`src/rtl/rx_frame_pkg.sv`:
```
// Shared types and helpers for the UART receive controller (rx_frame_ctrl).
// The optional parity stage is built only when RX_PARITY_EN is defined.
package rx_frame_pkg;

    typedef enum logic [2:0] {
        IDLE   = 3'd0,
        START  = 3'd1,
        DATA   = 3'd2,
        PARITY = 3'd3,
        STOP   = 3'd4,
        SAVE   = 3'd5
    } rx_state_t;

    // Offset from the start edge to the centre of the start bit.
    function automatic int half_period(input int clks_per_bit);
        return clks_per_bit / 2;
    endfunction

endpackage

```
`src/rtl/rx_bit_timer.sv`:
```
// Down-counting bit timer: loads a half or a full bit period and flags the
// cycle in which the count has run out, which is the sample point.
module rx_bit_timer
    import rx_frame_pkg::*;
#(
    parameter int CLKS_PER_BIT = 16
) (
    input  logic clk,
    input  logic n_rst,
    input  logic load_i,
    input  logic half_i,
    input  logic en_i,
    output logic sample_tick_o
);

    localparam int TW = $clog2(CLKS_PER_BIT);
    localparam logic [TW-1:0] FULL_LOAD = TW'(CLKS_PER_BIT - 1);
    localparam logic [TW-1:0] HALF_LOAD = TW'(half_period(CLKS_PER_BIT) - 1);

    logic [TW-1:0] count_q, count_d;

    always_comb begin
        count_d = count_q;
        if (load_i) begin
            count_d = half_i ? HALF_LOAD : FULL_LOAD;
        end else if (en_i && (count_q != '0)) begin
            count_d = count_q - 1'b1;
        end
    end

    always_ff @(posedge clk or negedge n_rst) begin
        if (!n_rst) begin
            count_q <= '0;
        end else begin
            count_q <= count_d;
        end
    end

    assign sample_tick_o = en_i && (count_q == '0);

endmodule

```
`src/rtl/rx_frame_ctrl.sv`:
```
// UART receive controller: start detect, bit sampling, one-entry output
// buffer with framing/parity/overrun flags. Parity stage under RX_PARITY_EN.
module rx_frame_ctrl
    import rx_frame_pkg::*;
#(
    parameter int DATA_BITS    = 8,
    parameter int STOP_BITS    = 1,
    parameter int CLKS_PER_BIT = 16
) (
    input  logic                 clk,
    input  logic                 n_rst,
    input  logic                 serial_in,
    input  logic                 parity_odd,
    input  logic                 data_read,
    output logic [DATA_BITS-1:0] rx_data,
    output logic                 data_ready,
    output logic                 framing_error,
    output logic                 parity_error,
    output logic                 overrun_error,
    output logic                 busy
);

    localparam int CW = $clog2(DATA_BITS + 1);
    localparam logic [CW-1:0] LAST_DATA = CW'(DATA_BITS - 1);
    localparam logic [CW-1:0] LAST_STOP = CW'(STOP_BITS - 1);

    rx_state_t            state_q, state_d;
    logic                 prev_serial_q;
    logic [CW-1:0]        bit_cnt_q, bit_cnt_d;
    logic [DATA_BITS-1:0] shift_q, shift_d;
    logic                 frame_err_q, frame_err_d;
    logic [DATA_BITS-1:0] rx_data_q, rx_data_d;
    logic                 data_ready_q, data_ready_d;
    logic                 framing_error_q, framing_error_d;
    logic                 overrun_error_q, overrun_error_d;
`ifdef RX_PARITY_EN
    logic                 par_err_q, par_err_d;
    logic                 parity_error_q, parity_error_d;
`else
    logic                 unused_parity_odd;
    assign unused_parity_odd = parity_odd;
`endif

    logic timer_load, timer_half, timer_en, sample_tick, start_edge;

    rx_bit_timer #(.CLKS_PER_BIT(CLKS_PER_BIT)) u_timer (
        .clk          (clk),
        .n_rst        (n_rst),
        .load_i       (timer_load),
        .half_i       (timer_half),
        .en_i         (timer_en),
        .sample_tick_o(sample_tick)
    );

    assign start_edge = (state_q == IDLE) && !serial_in && prev_serial_q;
    assign timer_en   = (state_q != IDLE) && (state_q != SAVE);

    always_comb begin
        state_d     = state_q;
        bit_cnt_d   = bit_cnt_q;
        shift_d     = shift_q;
        frame_err_d = frame_err_q;
        timer_load  = 1'b0;
        timer_half  = 1'b0;
`ifdef RX_PARITY_EN
        par_err_d   = par_err_q;
`endif
        case (state_q)
            IDLE: begin
                if (start_edge) begin
                    state_d     = START;
                    timer_load  = 1'b1;
                    timer_half  = 1'b1;
                    bit_cnt_d   = '0;
                    frame_err_d = 1'b0;
                end
            end
            START: begin
                // A line already back high at mid start bit was a glitch.
                if (sample_tick) begin
                    timer_load = 1'b1;
                    state_d    = serial_in ? IDLE : DATA;
                end
            end
            DATA: begin
                if (sample_tick) begin
                    timer_load = 1'b1;
                    shift_d    = {serial_in, shift_q[DATA_BITS-1:1]};
                    if (bit_cnt_q == LAST_DATA) begin
                        bit_cnt_d = '0;
`ifdef RX_PARITY_EN
                        state_d   = PARITY;
`else
                        state_d   = STOP;
`endif
                    end else begin
                        bit_cnt_d = bit_cnt_q + 1'b1;
                    end
                end
            end
            PARITY: begin
`ifdef RX_PARITY_EN
                if (sample_tick) begin
                    timer_load = 1'b1;
                    par_err_d  = ((^shift_q) ^ serial_in) != parity_odd;
                    state_d    = STOP;
                end
`else
                state_d = IDLE;
`endif
            end
            STOP: begin
                if (sample_tick) begin
                    timer_load = 1'b1;
                    if (!serial_in) begin
                        frame_err_d = 1'b1;
                    end
                    if (bit_cnt_q == LAST_STOP) begin
                        state_d = SAVE;
                    end else begin
                        bit_cnt_d = bit_cnt_q + 1'b1;
                    end
                end
            end
            SAVE:    state_d = IDLE;
            default: state_d = IDLE;
        endcase
    end

    // Handshake: data_ready stays high until a cycle with data_read=1, which
    // retires the buffer (and its flags) on the following edge.
    always_comb begin
        rx_data_d       = rx_data_q;
        data_ready_d    = data_ready_q;
        framing_error_d = framing_error_q;
        overrun_error_d = overrun_error_q;
`ifdef RX_PARITY_EN
        parity_error_d  = parity_error_q;
`endif
        if (data_read && data_ready_q) begin
            data_ready_d    = 1'b0;
            overrun_error_d = 1'b0;
`ifdef RX_PARITY_EN
            parity_error_d  = 1'b0;
`endif
        end
        if (state_q == SAVE) begin
            if (frame_err_q) begin
                framing_error_d = 1'b1;
            end else begin
                rx_data_d       = shift_q;
                data_ready_d    = 1'b1;
                framing_error_d = 1'b0;
`ifdef RX_PARITY_EN
                parity_error_d  = par_err_q;
`endif
                if (data_ready_q && !data_read) begin
                    overrun_error_d = 1'b1;
                end
            end
        end
    end

    always_ff @(posedge clk or negedge n_rst) begin
        if (!n_rst) begin
            state_q         <= IDLE;
            prev_serial_q   <= 1'b1;
            bit_cnt_q       <= '0;
            shift_q         <= '0;
            frame_err_q     <= 1'b0;
            rx_data_q       <= '0;
            data_ready_q    <= 1'b0;
            framing_error_q <= 1'b0;
            overrun_error_q <= 1'b0;
`ifdef RX_PARITY_EN
            par_err_q       <= 1'b0;
            parity_error_q  <= 1'b0;
`endif
        end else begin
            state_q         <= state_d;
            prev_serial_q   <= serial_in;
            bit_cnt_q       <= bit_cnt_d;
            shift_q         <= shift_d;
            frame_err_q     <= frame_err_d;
            rx_data_q       <= rx_data_d;
            data_ready_q    <= data_ready_d;
            framing_error_q <= framing_error_d;
            overrun_error_q <= overrun_error_d;
`ifdef RX_PARITY_EN
            par_err_q       <= par_err_d;
            parity_error_q  <= parity_error_d;
`endif
        end
    end

    assign rx_data       = rx_data_q;
    assign data_ready    = data_ready_q;
    assign framing_error = framing_error_q;
    assign overrun_error = overrun_error_q;
    assign busy          = (state_q != IDLE);
`ifdef RX_PARITY_EN
    assign parity_error  = parity_error_q;
`else
    assign parity_error  = 1'b0;
`endif

endmodule

```
`config.mk`:
```
export PLATFORM = sky130hd
export DESIGN_NAME = rx_frame_ctrl
export DESIGN_NICKNAME = d
export VERILOG_FILES = /design/src/rtl/rx_frame_pkg.sv /design/src/rtl/rx_bit_timer.sv /design/src/rtl/rx_frame_ctrl.sv
export SDC_FILE = /design/constraint.sdc
export NUM_CORES = 1
export LEC_CHECK = 0
export BUFFER_PORTS_ARGS = -buffer_cell sky130_fd_sc_hd__buf_2
export CORE_MARGIN = 4
export CORE_UTILIZATION = 45
export DETAILED_ROUTE_END_ITERATION = 10
export MAX_ROUTING_LAYER = met4
export PLACE_DENSITY_LB_ADDON = 0.25
export SKIP_CTS_REPAIR_TIMING = 1
export SLEW_MARGIN = 10
export SYNTH_ARGS = -nofsm -noshare
export SYNTH_HDL_FRONTEND = slang
export SYNTH_SLANG_ARGS = --single-unit
```
`constraint.sdc`:
```
create_clock -name clk -period 2 [get_ports clk]
set_input_delay 0.4 -clock clk [delete_from_list [all_inputs] [get_ports clk]]
set_output_delay 0.4 -clock clk [all_outputs]
set_load 0.05 [all_outputs]
```
* Word level (Yosys, flattened, before mapping)
Cells that the tools add are included.
** Storage, ports and cells
- Output and inout bits :: 13
- Register bits :: 32
- Word-level logic and storage cells :: 83
- Bits of input ports :: 5
** Operators by class
- Equality and inequality tests :: 14
- Add/subtract/negate cells :: 2
- Reductions and logical operators :: 23
- Multiplexer cells :: 33
- Bitwise gates (word level) :: 1
** Operators with widths (count)
- two-way mux 4 bit :: 8
- two-way mux 3 bit :: 6
- != test 2 bit (second input constant) :: 8
- two-way mux 1 bit :: 14
- one-hot mux 3 bit (4 select lines) :: 1
- one-hot mux 4 bit (3 select lines) :: 1
- zero test 4 bit :: 2
- logical AND 1 bit :: 7
- equality test 3 bit (second input constant) :: 2
- AND reduction 6 bit :: 1
- nonzero test 3 bit :: 2
- AND reduction 5 bit :: 1
- adder 4 x 1 -> 4 bit (second input constant) :: 1
- equality test 4 x 3 -> 1 bit (second input constant) :: 1
- one-hot mux 1 bit (2 select lines) :: 2
- AND reduction 2 bit :: 2
- AND reduction 4 bit :: 1
- nonzero test 2 bit :: 2
- nonzero test 4 bit :: 1
- subtractor 4 x 1 -> 4 bit (second input constant) :: 1
- equality test 3 x 1 -> 1 bit (second input constant) :: 1
- equality test 3 x 2 -> 1 bit (second input constant) :: 1
- zero test 3 bit :: 1
- != test 3 bit (second input constant) :: 1
- 4 further kinds :: 5

* Logic depth before layout (Yosys ltp)
- Word-level depth :: 7
- Mapped depth :: 6
- Depth with buffers taken out :: 6

* By module
From an unflattened synthesis, not the netlist that was laid out.
** Unflattened totals
- Cell total of the unflattened synthesis :: 138
- Area, all modules :: 1617.8 µm²
** Modules (own cells, without submodules)
- rx_frame_ctrl :: seq. area each 701.9 µm², times used 1, cells an instance 115, area each 1380.1 µm²
- rx_bit_timer :: seq. area each 100.1 µm², times used 1, cells an instance 23, area each 237.7 µm²

* Least setup slack after synthesis
OpenSTA, ideal clock, no wires.
- Path type :: register to register
- From :: reg bit_cnt_q[0]
- To :: reg bit_cnt_q[0]
- Library setup time :: 0.127 ns
- Stages on the path, launching flop included :: 7
- Setup slack :: 0.033 ns
- Arrival :: 1.839 ns
- Path buffers :: 0
- Data required time :: 1.873 ns
- Period minus slack after synthesis :: 1.967 ns
- Path through :: dfrtp_1 inv_1 ha_1 or3b_2 a311oi_1 or3_4 mux2_1
** On the way
- Word-level cells in the longest chain between the ends :: 4
- Elaborated cells on any way between the ends :: 10
- Classes of those cells :: add/sub: 1; eq/ne: 2; mux: 5; reduce/logical: 2
** Ends and longest elaborated chain
- start: declaration :: RTL line rx_frame_ctrl.sv:29 : logic [CW-1:0] bit_cnt_q, bit_cnt_d;
- start signal: assignment :: RTL line rx_frame_ctrl.sv:182 : bit_cnt_q <= bit_cnt_d;
- adder 4 x 1 -> 4 bit / equality test 4 x 3 -> 1 bit (equally long branches) :: RTL line rx_frame_ctrl.sv:97, rx_frame_ctrl.sv:121, rx_frame_ctrl.sv:89
- two-way mux 4 bit, on equally long branches :: RTL line rx_frame_ctrl.sv:118, rx_frame_ctrl.sv:89
- two-way mux 4 bit, on equally long branches :: RTL line rx_frame_ctrl.sv:113, rx_frame_ctrl.sv:86
- one-hot mux 4 bit (3 select lines) :: RTL line rx_frame_ctrl.sv:68 : case (state_q)
Several ways; a longest one is shown, not always the timed one. The select of a mux whose other input is x is not followed.
A chain may end at the register's enable or synchronous reset.

* Worst setup path in the final report
- From :: reg state_q[1]
- To :: out busy
** On the way
- Word-level cells in the longest chain between the ends :: 1
** Ends and longest elaborated chain
- start: declaration :: RTL line rx_frame_ctrl.sv:27 : rx_state_t state_q, state_d;
- start signal: assignment :: RTL line rx_frame_ctrl.sv:180 : state_q <= state_d;
- nonzero test 3 bit :: RTL line rx_frame_ctrl.sv:200 : assign busy = (state_q != IDLE);
- end: declaration :: RTL line rx_frame_ctrl.sv:20 : output logic busy
No other way between the ends.

==> results.md <==
* WL met2 at 1.554 mm
* Met3 wire len at 124 um
* Ports at 18
* Largest cells by area after synthesis: dfrtp_1, mux2_2, ha_1, inv_1, nand2_1
* Worst path arrival time at 1540 ps
* Pre-CTS WS at -33.62 ps
* PortBufs at 15
* Largest stage delay, worst path at 450 ps
* Drt pass-1 iters at 4
* Power Dens Cells at 1022 mW/mm^2
* Total power at 0.001974 W
* CTS tree: yes
* Slowest stage cell, crit path: dfrtp_2
* Final Max Slew Viols at 0
* Vias post-DR at 1,144
* Pint at 0.001306 W
* Initial antenna violation count at 0
* Global Route Usage Sum at 15.86%
* Crit Path Max Fanout at 10
* Reg-to-Reg Start: u_timer.count_q[1]
* Clock slew at reported path FFs at 110 ps
* Yosys cell types at 45
* Sw Pwr at 0.0006680 W
* Worst Skew at 16.03 ps
* Commonest non-fill, non-tap cells in the layout: dfrtp_1, buf_4, mux2_2
* Pin count of the biggest net entering global routing at 33
* Wire length on met1 at 1.269 mm
* Final std cells w/o fill at 220
* Switching share of power at 33.84%
* Die Wd at 67.45 um
* WL/cell at 13.53 um
* Mapped Nets at 147
* Comb pwr share at 32.6%
* CTS Buffer Depth at 2
* Starting Density at 47.28%
* Number of global-route vias before repair at 1,161
* Setup violators final at 0
* Worst r2r path cells at 7
* Crit start category: flip-flop
* Fill count at 300
* Fin crit share at 97.05%
* FMAX at 515.2 MHz
* Sequential power share at 42.4%
* Syn_area_per_cell at 11.52 sq um
* Post-Route WL at 2.977 mm
* Post-synth EDFFs at 0
* R2r setup slk at 90 ps
* Asr flop ratio synth at 100.0%
* Clock power share at 25.0%
* Cells along the critical path: buf_4 -> or3_1 -> buf_2
* Worst-Skew Late Latency at 330 ps
* Routability-driven placement congestion ratio at 0.7681
* Grt ovf at 0
* First-pass GRT wire length at 5.154 mm
* Sequential fraction of the synthesis area at 50.43%
* Share of cells above drive strength 1 at 41.95%
* Reg2reg end: bit_cnt_q[3]
* Max Cap Violations at 0
* TritonCTS buffer count at 5
* Final HPWL DP at 2.163 mm
* Via/cell ratio at 5.200
* # rows at 21
* PnR worst setup slack at 59.09 ps
* Die Ht at 67.45 um
* Pleak at 0.9688 nW
* Crit Path Class: flip-flop to primary output
* Most common flop cell mapped by yosys: dfrtp_1
* Initial drt markers at 40
* Uppermost layer routed: met4
* Tightest Pin Transition at 716.2 ps
* Root buffer cell: clkbuf_4
* Synthesis Warnings at 0
* Count of final hold-check violations at 0
* Nets@finish at 182
* FF/Latch Area at 804.5 sq um
* Final antenna diode count at 0
* Htree depth at 2
* Post-route DRC at 0
* Flops & latches, synth at 32
* Fin area at 0.001931 sq mm
* Critical Path RT at 1600 ps
* CP top delay family: flip-flops
* Die area at 0.004549 sq mm
* Remaining antenna violation count at 0
* DP Cell Count at 207
* Synth top area share at 48.78%
* Area Overhead vs Synth at 21.40%
* CP endpoint kind: primary output
* CTS sink count at 32
* Outcome: finished clean
* CP Buf/Inv Count at 2
* Most common cell after layout, fill and taps aside: dfrtp_1
* Max VDD drop at 481.8 uV
* Max_slew headroom at 52.25%
* Placed Area at 0.001799 sq mm
* Worst hold path class: primary input to asynchronous set/reset pin
* Post-synth top area cell: dfrtp_1
* Core area at 0.003363 sq mm
* Cell count after synthesis at 138
* Post-layout min period at 1941 ps
* Synth Cell Area at 0.001590 sq mm
* Area of the multi-input gates at 733.2 sq um
==> how the worst max path moves through the flow <==
stage            startpoint            to  slack, ps  cells past startpoint
3_3_place_gp   bit_cnt_q[0]  bit_cnt_q[1]         20                      6
5_1_grt          state_q[1]          busy        -10                      3
2_1_floorplan  bit_cnt_q[0]  bit_cnt_q[0]         30                      6
3_5_place_dp   bit_cnt_q[0]  bit_cnt_q[0]        -30                      6
4_1_cts        bit_cnt_q[0]  bit_cnt_q[0]        -50                      6
6_report         state_q[1]          busy         60                      3
==> per-stage QoR <==
stage / util (%) / TNS [ps] / hold slack [ps]
3_5_place_dp: 53.50 / -47.87 / 488.6
5_1_grt: 57.40 / -11.68 / 150.5
4_1_cts: 55.88 / -90.15 / 104.4
6_report: 57.40 / 0 / 103.7
2_1_floorplan: - / 0 / 104.4
3_3_place_gp: 53.50 / 0 / 469.7
==> final cells by class <==
type                       instances  share of cell area [%]
clock buffer                       5                   1.944
tap                               46                   2.981
inverter                          10                   1.944
timing repair buffer              34                   11.28
sequential                        32                   41.67
multi-input combinational         90                   37.98
clock inverter                     3                   2.204
==> cell usage after synthesis (all sizes together) (2+ instances only) <==
cell	n
a21oi	7
buf	3
clkbuf	3
dfrtp	31
ha	4
inv	10
mux2	18
nand2	10
nand2b	3
nand3	2
nand3b	2
nor2	8
nor3b	2
o211ai	3
o21ai	3
o41ai	2
or3	4
xor2	2
==> cells by family (layout without fill, tap and decap cells) <==
logic type	Yosys count	after routing	synth area share (%)
DFF	32	32	50.43
and+or+nand+nor	37	37	14.71
adders and majority gates	4	4	3.147
muxes	18	18	12.75
other	1	1	0.2358
buffers and inverters	16	52	4.170
AOI/OAI and AO/OA	27	27	12.90
xor gates and xnor gates	3	3	1.653
==> power groups by stage <==
stage	clock (W)	combinational (W)	sequential (W)
after global routing	0.000539	0.000719	0.000853
after global placement	0	0.000568	0.000840
after detailed placement	0	0.000597	0.000846
after CTS	0.000511	0.000595	0.000834
final	0.000493	0.000643	0.000838
after floorplan	0	0.000446	0.000809
==> routing by layer <==
metal / up-vias / GRT usage (%)
met3: 4 / 4.659
met5: - / -
li1: 559 / -
met4: 0 / 6.076
met1: 558 / 17.46
met2: 23 / 26.99
==> flip-flops by register name, summed over array words and instances, names as in the netlist, named ones only <==
| signal | cells |
|---|---|
| shift_q | 8 |
| bit_cnt_q | 4 |
| state_q | 3 |
| prev_serial_q | 1 |
| framing_error | 1 |
| u_timer.count_q | 4 |
| rx_data | 8 |
| data_ready | 1 |
| frame_err_q | 1 |
==> worst reg2reg max path, cell delays in order (launching register included) <==
cell	delay, ps
dfrtp_1	410
inv_2	70
ha_2	180
nor3b_4	230
a311oi_2	140
or3_4	380
buf_4	150
o41ai_2	290
Power figures use the tool's default switching activity.
